**config.mk**
```make
export PLATFORM = sky130hd
export DESIGN_NAME = instruction_sequencer_flat
export DESIGN_NICKNAME = d
export VERILOG_FILES = /design/src/rtl/instruction_sequencer_pkg.sv /design/src/rtl/instruction_sequencer_if.sv /design/src/rtl/instruction_sequencer.sv /design/src/flat_wrapper.sv
export SDC_FILE = /design/constraint.sdc
export NUM_CORES = 1
export LEC_CHECK = 0
export CAP_MARGIN = 10
export CORE_MARGIN = 3
export CORE_UTILIZATION = 62
export DETAILED_ROUTE_END_ITERATION = 10
export DONT_BUFFER_PORTS = 1
export PLACE_DENSITY_LB_ADDON = 0.2
export SKIP_CTS_REPAIR_TIMING = 1
export SLEW_MARGIN = 40
export SYNTH_ARGS = -nofsm -noshare
export SYNTH_HDL_FRONTEND = slang
export SYNTH_SLANG_ARGS = --single-unit
```
**constraint.sdc**
```tcl
create_clock -name clk -period 2.2 [get_ports clk]
set_input_delay 0.22 -clock clk [delete_from_list [all_inputs] [get_ports clk]]
set_output_delay 0.22 -clock clk [all_outputs]
set_load 0.05 [all_outputs]
```
**src/rtl/instruction_sequencer_pkg.sv**
```systemverilog
// ============================================================================
// Module : instruction_sequencer_pkg
// Brief  : Shared opcode, lane and state definitions for the SIMD sequencer.
// Rev    : 1.0  initial release
// ============================================================================
`default_nettype none

package instruction_sequencer_pkg;

    localparam int          LANES      = 4;
    localparam int          LANE_W     = 2;
    localparam logic [3:0]  OPC_BRANCH = 4'hF;
    localparam logic [3:0]  OPC_HALT   = 4'hE;
    localparam int          SERIAL_BIT = 27;
    localparam int          OPC_MSB    = 31;
    localparam int          OPC_LSB    = 28;

    typedef enum logic [1:0] {
        ST_RUN  = 2'd0,
        ST_LANE = 2'd1,
        ST_HALT = 2'd2
    } seq_state_t;

    typedef struct packed {
        logic is_branch;
        logic is_halt;
        logic is_serial;
    } decode_t;

endpackage

`default_nettype wire

```
**src/rtl/instruction_sequencer_if.sv**
```systemverilog
// ============================================================================
// Module : instruction_sequencer_if
// Brief  : Fetch/PC-control/issue bundle between sequencer, PC and execute.
// Rev    : 1.0  initial release
// ============================================================================
`default_nettype none

interface instruction_sequencer_if #(
    parameter int ADDR_W  = 8,
    parameter int INSTR_W = 32
);
    logic [INSTR_W-1:0] instr_in;
    logic               exec_ready;
    logic               vector;
    logic [1:0]         offset;
    logic               jump_enable;
    logic [ADDR_W-1:0]  jump_address;
    logic               issue_valid;
    logic [INSTR_W-1:0] issue_instr;
    logic [1:0]         issue_lane;
    logic               issue_all_lanes;
    logic               halted;

    modport master (
        input  instr_in, exec_ready,
        output vector, offset, jump_enable, jump_address,
        output issue_valid, issue_instr, issue_lane, issue_all_lanes, halted
    );

    modport slave (
        output instr_in, exec_ready,
        input  vector, offset, jump_enable, jump_address,
        input  issue_valid, issue_instr, issue_lane, issue_all_lanes, halted
    );
endinterface

`default_nettype wire

```
**src/rtl/instruction_sequencer.sv**
```systemverilog
// ============================================================================
// Module : instruction_sequencer
// Brief  : Decodes fetched instructions, steers program_counter, issues
//          vector or lane-serial work to execute. Rev 1.0 initial release.
// ============================================================================
`default_nettype none

module instruction_sequencer
    import instruction_sequencer_pkg::*;
#(
    parameter int ADDR_W  = 8,
    parameter int INSTR_W = 32
) (
    input  wire logic                  clk,
    input  wire logic                  reset,
    instruction_sequencer_if.master    bus
);

    localparam logic [LANE_W-1:0] c_lane_last = LANE_W'(LANES - 1);

    function automatic decode_t decode(input logic [INSTR_W-1:0] instr);
        decode_t d;
        d.is_branch = (instr[OPC_MSB:OPC_LSB] == OPC_BRANCH);
        d.is_halt   = (instr[OPC_MSB:OPC_LSB] == OPC_HALT);
        d.is_serial = instr[SERIAL_BIT] && !d.is_branch && !d.is_halt;
        return d;
    endfunction

    seq_state_t         r_state,  w_state_nxt;
    logic [LANE_W-1:0]  r_lane_cnt, w_lane_nxt;
    logic               r_issue_valid, w_issue_valid_nxt;
    logic [INSTR_W-1:0] r_issue_instr, w_issue_instr_nxt;
    logic [1:0]         r_issue_lane,  w_issue_lane_nxt;
    logic               r_issue_all,   w_issue_all_nxt;
    logic               r_halted,      w_halted_nxt;
    decode_t            w_dec;

    assign w_dec = decode(bus.instr_in);

    always_ff @(posedge clk or negedge reset) begin
        if (!reset) begin
            r_state       <= ST_RUN;
            r_lane_cnt    <= '0;
            r_issue_valid <= 1'b0;
            r_issue_instr <= '0;
            r_issue_lane  <= '0;
            r_issue_all   <= 1'b0;
            r_halted      <= 1'b0;
        end else begin
            r_state       <= w_state_nxt;
            r_lane_cnt    <= w_lane_nxt;
            r_issue_valid <= w_issue_valid_nxt;
            r_issue_instr <= w_issue_instr_nxt;
            r_issue_lane  <= w_issue_lane_nxt;
            r_issue_all   <= w_issue_all_nxt;
            r_halted      <= w_halted_nxt;
        end
    end

    // Without exec_ready everything holds, so a stalled lane is neither lost nor replayed.
    always_comb begin
        w_state_nxt       = r_state;
        w_lane_nxt        = r_lane_cnt;
        w_issue_valid_nxt = r_issue_valid;
        w_issue_instr_nxt = r_issue_instr;
        w_issue_lane_nxt  = r_issue_lane;
        w_issue_all_nxt   = r_issue_all;
        w_halted_nxt      = r_halted;
        if (bus.exec_ready) begin
            case (r_state)
                ST_RUN: begin
                    if (w_dec.is_branch) begin
                        w_issue_valid_nxt = 1'b0;
                    end else if (w_dec.is_halt) begin
                        w_issue_valid_nxt = 1'b0;
                        w_halted_nxt      = 1'b1;
                        w_state_nxt       = ST_HALT;
                    end else begin
                        w_issue_valid_nxt = 1'b1;
                        w_issue_instr_nxt = bus.instr_in;
                        w_issue_lane_nxt  = 2'd0;
                        w_issue_all_nxt   = !w_dec.is_serial;
                        if (w_dec.is_serial) begin
                            w_lane_nxt  = LANE_W'(1);
                            w_state_nxt = ST_LANE;
                        end
                    end
                end
                ST_LANE: begin
                    w_issue_valid_nxt = 1'b1;
                    w_issue_instr_nxt = bus.instr_in;
                    w_issue_lane_nxt  = r_lane_cnt;
                    w_issue_all_nxt   = 1'b0;
                    if (r_lane_cnt == c_lane_last) begin
                        w_lane_nxt  = '0;
                        w_state_nxt = ST_RUN;
                    end else begin
                        w_lane_nxt  = r_lane_cnt + LANE_W'(1);
                    end
                end
                ST_HALT: begin
                    w_issue_valid_nxt = 1'b0;
                    w_halted_nxt      = 1'b1;
                end
                default: begin
                    w_state_nxt = ST_RUN;
                    w_lane_nxt  = '0;
                end
            endcase
        end
    end

    // PC control is gated by reset so program_counter never sees a jump while held.
    always_comb begin
        bus.vector       = 1'b0;
        bus.offset       = 2'd0;
        bus.jump_enable  = 1'b0;
        bus.jump_address = '0;
        if (reset) begin
            bus.offset = r_lane_cnt;
            if (bus.exec_ready) begin
                case (r_state)
                    ST_RUN: begin
                        if (w_dec.is_branch) begin
                            bus.jump_enable  = 1'b1;
                            bus.jump_address = bus.instr_in[ADDR_W-1:0];
                        end else if (!w_dec.is_halt && !w_dec.is_serial) begin
                            bus.vector = 1'b1;
                        end
                    end
                    ST_LANE: bus.vector = (r_lane_cnt == c_lane_last);
                    default: bus.vector = 1'b0;
                endcase
            end
        end
    end

    assign bus.issue_valid     = r_issue_valid;
    assign bus.issue_instr     = r_issue_instr;
    assign bus.issue_lane      = r_issue_lane;
    assign bus.issue_all_lanes = r_issue_all;
    assign bus.halted          = r_halted;

endmodule

`default_nettype wire

```
**src/flat_wrapper.sv**
```systemverilog
// flat-port wrapper written by rule: the top's interface ports become plain ports
module instruction_sequencer_flat import instruction_sequencer_pkg::*;
#(
    parameter int ADDR_W  = 8,
    parameter int INSTR_W = 32
)
  (clk, reset, bus_instr_in, bus_exec_ready, bus_vector, bus_offset, bus_jump_enable, bus_jump_address, bus_issue_valid, bus_issue_instr, bus_issue_lane, bus_issue_all_lanes, bus_halted);
  instruction_sequencer_if #(.ADDR_W(ADDR_W), .INSTR_W(INSTR_W)) bus_i ();
  input  wire logic clk;
  input  wire logic reset;
  input wire logic [$bits(bus_i.instr_in)-1:0] bus_instr_in;
  input wire logic [$bits(bus_i.exec_ready)-1:0] bus_exec_ready;
  output wire logic [$bits(bus_i.vector)-1:0] bus_vector;
  output wire logic [$bits(bus_i.offset)-1:0] bus_offset;
  output wire logic [$bits(bus_i.jump_enable)-1:0] bus_jump_enable;
  output wire logic [$bits(bus_i.jump_address)-1:0] bus_jump_address;
  output wire logic [$bits(bus_i.issue_valid)-1:0] bus_issue_valid;
  output wire logic [$bits(bus_i.issue_instr)-1:0] bus_issue_instr;
  output wire logic [$bits(bus_i.issue_lane)-1:0] bus_issue_lane;
  output wire logic [$bits(bus_i.issue_all_lanes)-1:0] bus_issue_all_lanes;
  output wire logic [$bits(bus_i.halted)-1:0] bus_halted;
  assign bus_i.instr_in = bus_instr_in;
  assign bus_i.exec_ready = bus_exec_ready;
  assign bus_vector = bus_i.vector;
  assign bus_offset = bus_i.offset;
  assign bus_jump_enable = bus_i.jump_enable;
  assign bus_jump_address = bus_i.jump_address;
  assign bus_issue_valid = bus_i.issue_valid;
  assign bus_issue_instr = bus_i.issue_instr;
  assign bus_issue_lane = bus_i.issue_lane;
  assign bus_issue_all_lanes = bus_i.issue_all_lanes;
  assign bus_halted = bus_i.halted;
  instruction_sequencer #(.ADDR_W(ADDR_W), .INSTR_W(INSTR_W)) u_core (.clk(clk), .reset(reset), .bus(bus_i));
endmodule
```
Yosys cells after proc, flatten, opt, wreduce, memory -nomap -nowiden. Index checks and enable logic that the tools add are counted.

Flip-flop bits (word level): 41. Logic and storage cells: 73. Output and inout port bits: 49. Input bits: 35.

Equal/unequal tests: 11. Bitwise operators: 1. Muxes and demuxes: 38. Add/subtract/negate cells: 1. Reduce and logical (&&, ||, !) cells: 15.

Operators with widths (number): 32-bit 2-to-1 mux (2); 32-bit one-hot mux with 2 select lines (1); 8-bit 2-to-1 mux (4); 2-bit 2-to-1 mux (10); 1-bit 2-to-1 mux (14); 2-bit one-hot mux with 3 select lines (2); 5-bit AND reduction (2); 4-bit equality test (second input constant) (2); 4-bit AND reduction (2); 2-bit by 1-bit inequality test with 1-bit output (second input constant) (3); 1-bit one-hot mux with 2 select lines (3); 2-bit equality test (second input constant) (2); 2-bit inequality test (second input constant) (2); 2-bit one-hot mux with 2 select lines (1); 2-bit nonzero test (2); 1-bit logical AND (3); 1-bit zero test (3); 3-bit by 1-bit inequality test with 1-bit output (second input constant) (1); 1-bit one-hot mux with 3 select lines (1); 3-bit nonzero test (1); 2-bit by 1-bit adder with 2-bit output (second input constant) (1); 2-bit by 1-bit equality test with 1-bit output (second input constant) (1); 2-bit zero test (1); 2-bit AND reduction (1); 1-bit NOT (1).

Depth between registers and ports, before layout. Gate-level depths: netlist of run 1.

Depth after elaboration: 11. Gate-level depth with buffers: 7. Gate-level depth less buffers: 5.

Least setup slack after synthesis of run 1. OpenSTA, ideal clock, no wires.

Path kind: register to output. Start point: register u_core.r_state[1]. End point: output bus_jump_address[0]. Required time: 1.980 ns. Cell stages (with the launch flop): 6. Slack: -0.264 ns. Path buffers: 0. Arrival: 2.244 ns. Cell sequence: dfrtp_1 -> inv_1 -> ha_1 -> nand4_1 -> nor2_1 -> and2_1.

Cells in the longest elaborated chain, start to end: 4.

RTL lines: from (decl) (line instruction_sequencer.sv:29) `seq_state_t r_state, w_state_nxt;`; from (signal assigned) (line instruction_sequencer.sv:50) `r_state <= w_state_nxt;`; 2-bit zero test (line instruction_sequencer.sv:122) `case (r_state)`; 8-bit 2-to-1 mux (line instruction_sequencer.sv:122); 8-bit 2-to-1 mux (line instruction_sequencer.sv:121) `if (bus.exec_ready) begin`; 8-bit 2-to-1 mux (line instruction_sequencer.sv:119) `if (reset) begin`; to (decl) (line flat_wrapper.sv:16) `output wire logic [$bits(bus_i.jump_address)-1:0] bus_jump_address;`.

Every way passes these cells.

Final worst setup path of run 1.
Start point: register u_core.r_state[0]. End point: output bus_jump_address[4].

The elaborated chain is that of the path after synthesis.

==> metrics.yaml, run 1 <==
finish:
  final_nets: 229
  multiInputGateArea_um2: 868.3
  antennaDiodeCount: 0
  final_cell_mix: "40 x dfrtp_1, 30 x dlygate4sd3_1, 28 x mux2_4"
  area.sequential_mm2: 0.001027
  num-fill-cells: 101
  area_growth_pct: 34.42
  drive_gt1_share_pct: 33.16
  final_common_cell: "dfrtp_1"
worst_setup_path:
  worstPathCellList: "inv_2, ha_4, nand4_1, nor2_2, and2_1, buf_12"
  cp_slowest_stage_delay_ps: 470
  crit_family: "simple AND/OR/NAND/NOR gates"
  critPathCaptureType: "output pin"
  critical_path_buf_inv_count: 2
  cp_max_fo: 7
  crit_start: "u_core.r_state[0]"
  r2r_slack_ps: 190
  critPathLaunchType: "flop"
  cp_slowest_cell: "dfrtp_2"
  worstReg2RegEnd: "u_core.bus.issue_instr[30]"
  required_ps: 1980
  worstRegToRegCells: 7
  cp.depth: 6
  r2r-start: "u_core.r_state[0]"
  arrival_ps: 2030
  crit_type: "reg2out"
  worstSetupEndpoint: "bus_jump_address[4]"
synth:
  yosys.area.top_type_share_pct: 52.56
  synth-warning-count: 0
  synth_cell_type_count: 29
  synthCells: 140
  synth_compound_area_share_pct: 6.154
  synth_top_family_by_area: "multiplexers"
  syn_area_mm2: 0.001952
  yosys.area_share.simple_pct: 8.397
  synth_nets: 180
  synth_area_leaders: "dfrtp_1 53%, mux2_4 22%, and2_1 3.2%, ha_1 3.2%, buf_6 2.3%"
  yosysTopAreaCell: "dfrtp_1"
  synthAdderAreaFrac_pct: 3.205
  syn_area_per_cell_um2: 13.94
  synth_xor_area_share_pct: 0
  synthMuxAreaShare_pct: 25.38
  ys_seq_elements: 41
  synth-seq-area-share_pct: 52.56
sta:
  setup_slack_ps: -51.20
  min_period_ps: 2251
  rsz0062_at_grt: "true"
  finalHoldViolCount: 0
  fin_worst_skew_ps: 14.43
  setup_viol: 3
  maxSlewHeadroom_pct: 64.20
  whs_ps: 5.283
  tightest_slew_ps: 537.0
  clock.fmax_ghz: 0.4442
  finalCritPeriodShare_pct: 102.3
  report.final.slew_viol_count: 0
power_and_ir_drop:
  ir_drop_mv: 1.229
  p_per_area_mw_per_mm2: 1756
  power_mw: 4.607
  p_leak_nw: 1.189
placed_design:
  hpwl_mm: 3.026
  place.gp.congestion: 1.063
  portBuffers: 0
  pre_cts_ws_ps: 299.3
grt:
  grt_pass1_vias: 1321
  grt_pass1_wl_mm: 7.210
  overflow: 0
  grt_usage_pct: 24.12
  grt_max_degree: 46
  antenna_found_initial: 0
floorplan:
  rows: 19
  core-area_mm2: 0.002877
  num_io_pins: 84
  die_height_um: 62.11
  die-width_um: 62.11
  initial_core_util_pct: 67.86
  design.die.area_mm2: 0.003858
clocking:
  ctsHtreeMaxLevel: 2
  clock_latency_ps: 360
  cts_buffers: 5
  root_buffer: "clkbuf_4"
  tritoncts: "done"
  clock_path_buffers: 2
  cts_sinks: 41
  clk_pin_slew_worst_paths_ps: 130
route:
  drt-initial-drc-count: 140
  routed_wl_mm: 5.413
  num_vias: 1358
  wl_per_cell_um: 23.33
  drc_errors: 0
  drt-pass1-iter-count: 4
  ant_nets: 0
  vias_per_cell: 5.853
outcome:
  failed_checks: "negative setup slack"
  status: "complete, but fails checks"
run:
  cap_violations: 0
min_path:
  hold_class: "in2reg"
  min_from: "bus_instr_in[0]"
-- report_power, final --
group	leakage (nW)	internal (mW)	total, mW	switching [mW]
registers	0.484	1.11	2.66	1.55
clock network	0.0445	0.270	0.540	0.270
logic	0.661	0.808	1.41	0.599
-- per-layer routing --
layer	up-vias	global-route usage, %	share of wire [%]
li1	593	-	-
met3	7	8.288	7.4
met1	682	28.35	37
met2	76	41.26	54
met4	0	8.287	1.1
met5	-	0	0
-- stage by stage --
step           utilization [%]  instances  TNS, ps  instance area, um2
3_3_place_gp             75.08        189        0                2160
2_1_floorplan                -        140        0                1954
3_5_place_dp             75.08        189        0                2160
5_1_grt                  91.21        232   -811.0                2624
6_report                 91.21        232   -135.4                2624
4_1_cts                  78.16        197   -913.9                2248
-- synth_stat cells --
cell type / instances
dfrtp_1: 41
mux2_4: 28
and2_1: 10
inv_1: 9
ha_1: 5
buf_6: 4
mux2_2: 4
nand2_1: 4
o21ai_0: 4
mux2i_1: 3
nand3_1: 3
nor2_1: 3
nor2b_1: 3
a22oi_1: 2
nand2b_1: 2
o32ai_1: 2
a21o_1: 1
a221o_1: 1
a31oi_1: 1
a32oi_1: 1
buf_2: 1
nand4_1: 1
nand4b_1: 1
nor3b_1: 1
nor4_1: 1
o211a_1: 1
o2bb2ai_1: 1
o311ai_0: 1
o31ai_1: 1
-- registers in the layout, summed over array words and instances (netlist names) --
name and count:
u_core.bus.issue_instr 32, u_core.bus.issue_lane 2, u_core.r_lane_cnt 2, u_core.r_state 2, u_core.bus.halted 1, u_core.bus.issue_all_lanes 1, u_core.bus.issue_valid 1
-- cell type report --
class                      instances  share of cell area (%)
inverter                           9                   1.288
tap                               42                   2.003
multi-input combinational         86                   33.09
clock inverter                     2                   1.431
timing repair buffer              46                   21.08
sequential                        41                   39.15
clock buffer                       6                   1.955
-- kinds of logic after synthesis --
logic type      count (synthesis)
buf+inv                        14
simple gates                   29
flops                          41
mux                            35
compound gates                 16
fa+ha+maj                       5
-- worst min-delay path by stage --
stage	end	slack [ps]	depth (start not counted)
3_3_place_gp	u_core.r_lane_cnt[1]	-70	0
3_5_place_dp	u_core.r_lane_cnt[0]	-70	0
4_1_cts	u_core.bus.issue_instr[13]	-470	0
5_1_grt	u_core.bus.issue_instr[0]	-9	1
6_report	u_core.bus.issue_instr[0]	5	1
2_1_floorplan	u_core.bus.halted	-80	0
Note: power is estimated with default switching activity, not from simulation.
==> run 2: changes to the inputs <==
- CORE_UTILIZATION: 62 -> 65
- SKIP_LAST_GASP: unset -> 1
- clock period: 2.2 -> 2.7 ns (I/O delays scaled with it)
==> run 2 against run 1 <==
Effect of this change: sequential share of layout area is 5.9 points higher; routed wire length is 24% lower; non-clock buffer count down 33; setup slack gained 260 ps; register-to-register slack gained 320 ps; via count fell by 13%; first-iteration DRC count is 62% lower; cell count fell by 19%; final area down 13%; critical path type unchanged; the flow now finishes without violations; clock skew fell by 1.9 ps.
==> metrics.yaml, run 2 (synthesis results as in run 1) <==
outcome:
  status: "complete, no violations"
sta:
  maxSlewHeadroom_pct: 64.58
  tightest_slew_ps: 531.2
  finalCritPeriodShare_pct: 92.38
  rsz0062_at_grt: "false"
  clock.fmax_ghz: 0.4009
  min_period_ps: 2494
  report.final.slew_viol_count: 0
  setup_viol: 0
  fin_worst_skew_ps: 12.53
  finalHoldViolCount: 0
  fin_tns_setup_ps: 0
grt:
  grt_max_degree: 46
  overflow: 0
  antenna_found_initial: 0
  grt_pass1_vias: 1193
  grt_usage_pct: 23.18
  grt_pass1_wl_mm: 6.037
worst_setup_path:
  crit_family: "simple AND/OR/NAND/NOR gates"
  worstPathCellList: "inv_1, ha_1, nand4_1, nor2_1, and2_1, buf_12"
  crit_type: "reg2out"
  critPathCaptureType: "output pin"
  required_ps: 2430
  cp_slowest_cell: "dfrtp_1"
  arrival_ps: 2220
  cp_slowest_stage_delay_ps: 460
  cp_max_fo: 9
  critical_path_buf_inv_count: 2
  critPathLaunchType: "flop"
route:
  num_vias: 1178
  routed_wl_mm: 4.131
  wl_per_cell_um: 22.09
  drt-initial-drc-count: 53
  vias_per_cell: 6.299
  drc_errors: 0
  drt-pass1-iter-count: 4
  ant_nets: 0
floorplan:
  rows: 19
  core-area_mm2: 0.002805
  initial_core_util_pct: 69.58
  design.die.area_mm2: 0.003697
  die_height_um: 60.80
  die-width_um: 60.80
  num_io_pins: 84
clocking:
  clk_pin_slew_worst_paths_ps: 120
  root_buffer: "clkbuf_4"
  clock_latency_ps: 370
  cts_sinks: 41
  clock_path_buffers: 2
  ctsHtreeMaxLevel: 2
  tritoncts: "done"
  cts_buffers: 5
finish:
  final_cell_mix: "41 x dfrtp_1, 28 x mux2_4, 10 x and2_1"
  largest_reg_flops: 32
  num-fill-cells: 155
  antennaDiodeCount: 0
  area_growth_pct: 16.80
  drive_gt1_share_pct: 33.97
  final_common_cell: "dfrtp_1"
  final_nets: 195
  area.sequential_mm2: 0.001026
  multiInputGateArea_um2: 842.1
run:
  cap_violations: 0
placed_design:
  place.gp.congestion: 0.9469
  portBuffers: 0
  hpwl_mm: 3.081
min_path:
  hold_class: "in2reg"
-- run 2: cell types whose count changed in the layout (fill, tap and decap cells not counted), sizes merged --
cell / change
dlygate4sd3: -29
inv: +1
buf: -4
clkinvlp: -1
nor2: -1
clkbuf: -1
bufinv: +1
-- run 2: metal layers --
layer	vias to the layer above	track usage [%]	share of wire, %
met5	-	0	0
met4	0	11.76	2.9
met3	12	11.91	11
met2	68	34.35	47
met1	573	27.67	39
li1	525	-	-
-- run 2: path summary, 6_finish.rpt --
kind	startpoint	end	cells past startpoint	slack [ps]
setup / recovery	u_core.r_state[0]	bus_jump_address[7]	6	210
hold / removal	bus_exec_ready	u_core.bus.halted	1	20
setup reg to reg	u_core.r_state[0]	u_core.bus.issue_instr[1]	6	510
hold reg to reg	u_core.r_lane_cnt[1]	u_core.r_lane_cnt[1]	2	600
max in group asynchronous	reset	u_core.r_state[1]	2	2130
min in group asynchronous	reset	u_core.bus.issue_instr[26]	2	380
-- run 2: layout make-up --
| type | count | area share (%) |
|---|---|---|
| sequential | 41 | 45.01 |
| timing repair buffer | 13 | 10.21 |
| tap | 31 | 1.701 |
| clock inverter | 3 | 3.019 |
| clock buffer | 5 | 1.647 |
| inverter | 9 | 1.482 |
| multi-input combinational | 85 | 36.94 |
-- run 2: worst register-to-register path, cell delays in order (launching register included) --
cell     delay [ps]
dfrtp_1         460
inv_1           110
ha_1            280
nand4_1         160
o211a_2         420
buf_12          270
mux2_2          370
-- run 2: per-stage QoR --
stage	area, um2	hold slack [ps]	setup slack [ps]	std cells	utilization [%]
finish	2280	21.16	205.9	187	81.27
global route	2280	8.030	28.01	187	81.27
CTS	2242	-433.8	189.1	185	79.93
detailed placement	2136	-24.73	557.1	177	76.14
global placement	2136	-24.68	712.6	177	76.14
floorplan	1952	-25.59	186.2	140	-
Power of run 2 is left out: the tool's default activity adds up to more than one toggle a clock period on the data nets, which glitch-free logic cannot reach.
==> run 3: changes to the inputs <==
- GPL_ROUTABILITY_DRIVEN: unset -> 0
- RECOVER_POWER: unset -> 50
==> run 3 against run 2 <==
Effect of this change: the flow now finishes with violations (max-capacitance violations, max-slew violations); first-iteration DRC count shrank 13%; count of clock-buffer cells in the layout is the same; register-to-register slack lost 30 ps; critical path depth is the same; core utilization shrank 0.85 points; non-clock buffer count is the same; routed wire length grew 0.75%; final area shrank 1.0%; highest routed layer unchanged.
==> metrics.yaml, run 3 (synthesis results as in run 1) <==
outcome:
  status: "complete, but fails checks"
  failed_checks: "max-capacitance violations, max-slew violations"
finish:
  area_growth_pct: 15.58
  final_common_cell: "dfrtp_1"
  finalInstanceArea_mm2: 0.002256
  drive_gt1_share_pct: 33.33
  final_nets: 195
  final_cell_mix: "41 x dfrtp_1, 28 x mux2_4, 10 x and2_1"
  antennaDiodeCount: 0
  largest_reg_flops: 32
sta:
  report.final.slew_viol_count: 42
  maxSlewHeadroom_pct: -41.49
  fin_tns_setup_ps: 0
  finalHoldViolCount: 0
  setup_viol: 0
  tightest_slew_ps: 2122
  rsz0062_at_grt: "false"
  fin_worst_skew_ps: 13.13
  setup_slack_ps: 183.1
  finalCritPeriodShare_pct: 93.22
  clock.fmax_ghz: 0.3973
  min_period_ps: 2517
route:
  wl_per_cell_um: 22.26
  drt-pass1-iter-count: 4
  num_vias: 1181
  drc_errors: 0
  drt-initial-drc-count: 46
  vias_per_cell: 6.316
  routed_wl_mm: 4.162
  ant_nets: 0
clocking:
  clk_pin_slew_worst_paths_ps: 120
  clock_path_buffers: 2
  cts_buffers: 5
  clock_latency_ps: 370
  root_buffer: "clkbuf_4"
  ctsHtreeMaxLevel: 2
  cts_sinks: 41
  tritoncts: "done"
worst_setup_path:
  required_ps: 2430
  crit_type: "reg2out"
  worstRegToRegCells: 6
  arrival_ps: 2250
  critPathLaunchType: "flop"
  cp_max_fo: 9
  critPathCaptureType: "output pin"
placed_design:
  placed_area_mm2: 0.002136
  hpwl_mm: 3.081
  portBuffers: 0
  pre_cts_ws_ps: 557.1
min_path:
  hold_class: "in2reg"
  whs_path_depth: 1
floorplan:
  core-area_mm2: 0.002805
  die-width_um: 60.80
  rows: 19
  design.die.area_mm2: 0.003697
  die_height_um: 60.80
  initial_core_util_pct: 69.58
  num_io_pins: 84
grt:
  overflow: 0
  antenna_found_initial: 0
  grt_pass1_vias: 1193
  use_met2_pct: 34.35
  met1_usage_pct: 27.67
  use_met3_pct: 11.91
  grt_pass1_wl_mm: 6.037
  grt_usage_pct: 23.18
  grt-busiest-layer: "met2"
  grt_max_degree: 46
run:
  cap_violations: 1
[run 3: changes by cell type in the layout (fill, tap and decap cells not counted)]
| cell | before | now |
|---|---|---|
| clkbuf_1 | 0 | 1 |
| buf_16 | 1 | 0 |
[run 3: area by class of cell]
type / count / area (um2)
clock buffer: 5 / 37.54
clock inverter: 3 / 68.82
fill: 156 / 549.3
inverter: 9 / 33.78
multi-input combinational: 85 / 842.1
sequential: 41 / 1026
tap: 31 / 38.79
timing repair buffer: 13 / 209.0
[run 3: worst paths after layout]
check / startpoint / to / slack, ps
max: u_core.r_state[0] / bus_jump_address[7] / 180
min: bus_exec_ready / u_core.bus.halted / 20
max reg2reg: u_core.r_state[0] / u_core.bus.issue_instr[1] / 480
min reg2reg: u_core.r_lane_cnt[1] / u_core.r_lane_cnt[1] / 600
max in group asynchronous: reset / u_core.r_state[1] / 430
min in group asynchronous: reset / u_core.bus.issue_instr[26] / 1070
[run 3: critical path, cell delays in order, from the launching register on]
cell	delay [ps]
dfrtp_1	480
inv_1	140
ha_1	280
nand4_1	180
nor2_1	410
and2_1	250
buf_12	150
[run 3: layer usage]
metal | vias to the layer above | routed length (um)
met5 | - | 0
met3 | 15 | 471
met2 | 73 | 1902
met4 | 0 | 156
met1 | 568 | 1631
li1 | 525 | -
[run 3: stage by stage]
stage               util [%]  hold slack, ps  cells
floorplan                  -          -25.59    140
global placement       76.14          -24.68    177
detailed placement     76.14          -24.73    177
CTS                    79.93          -433.8    185
global route           80.42           8.030    187
finish                 80.42           21.13    187
Power of run 3 is left out for the same reason.
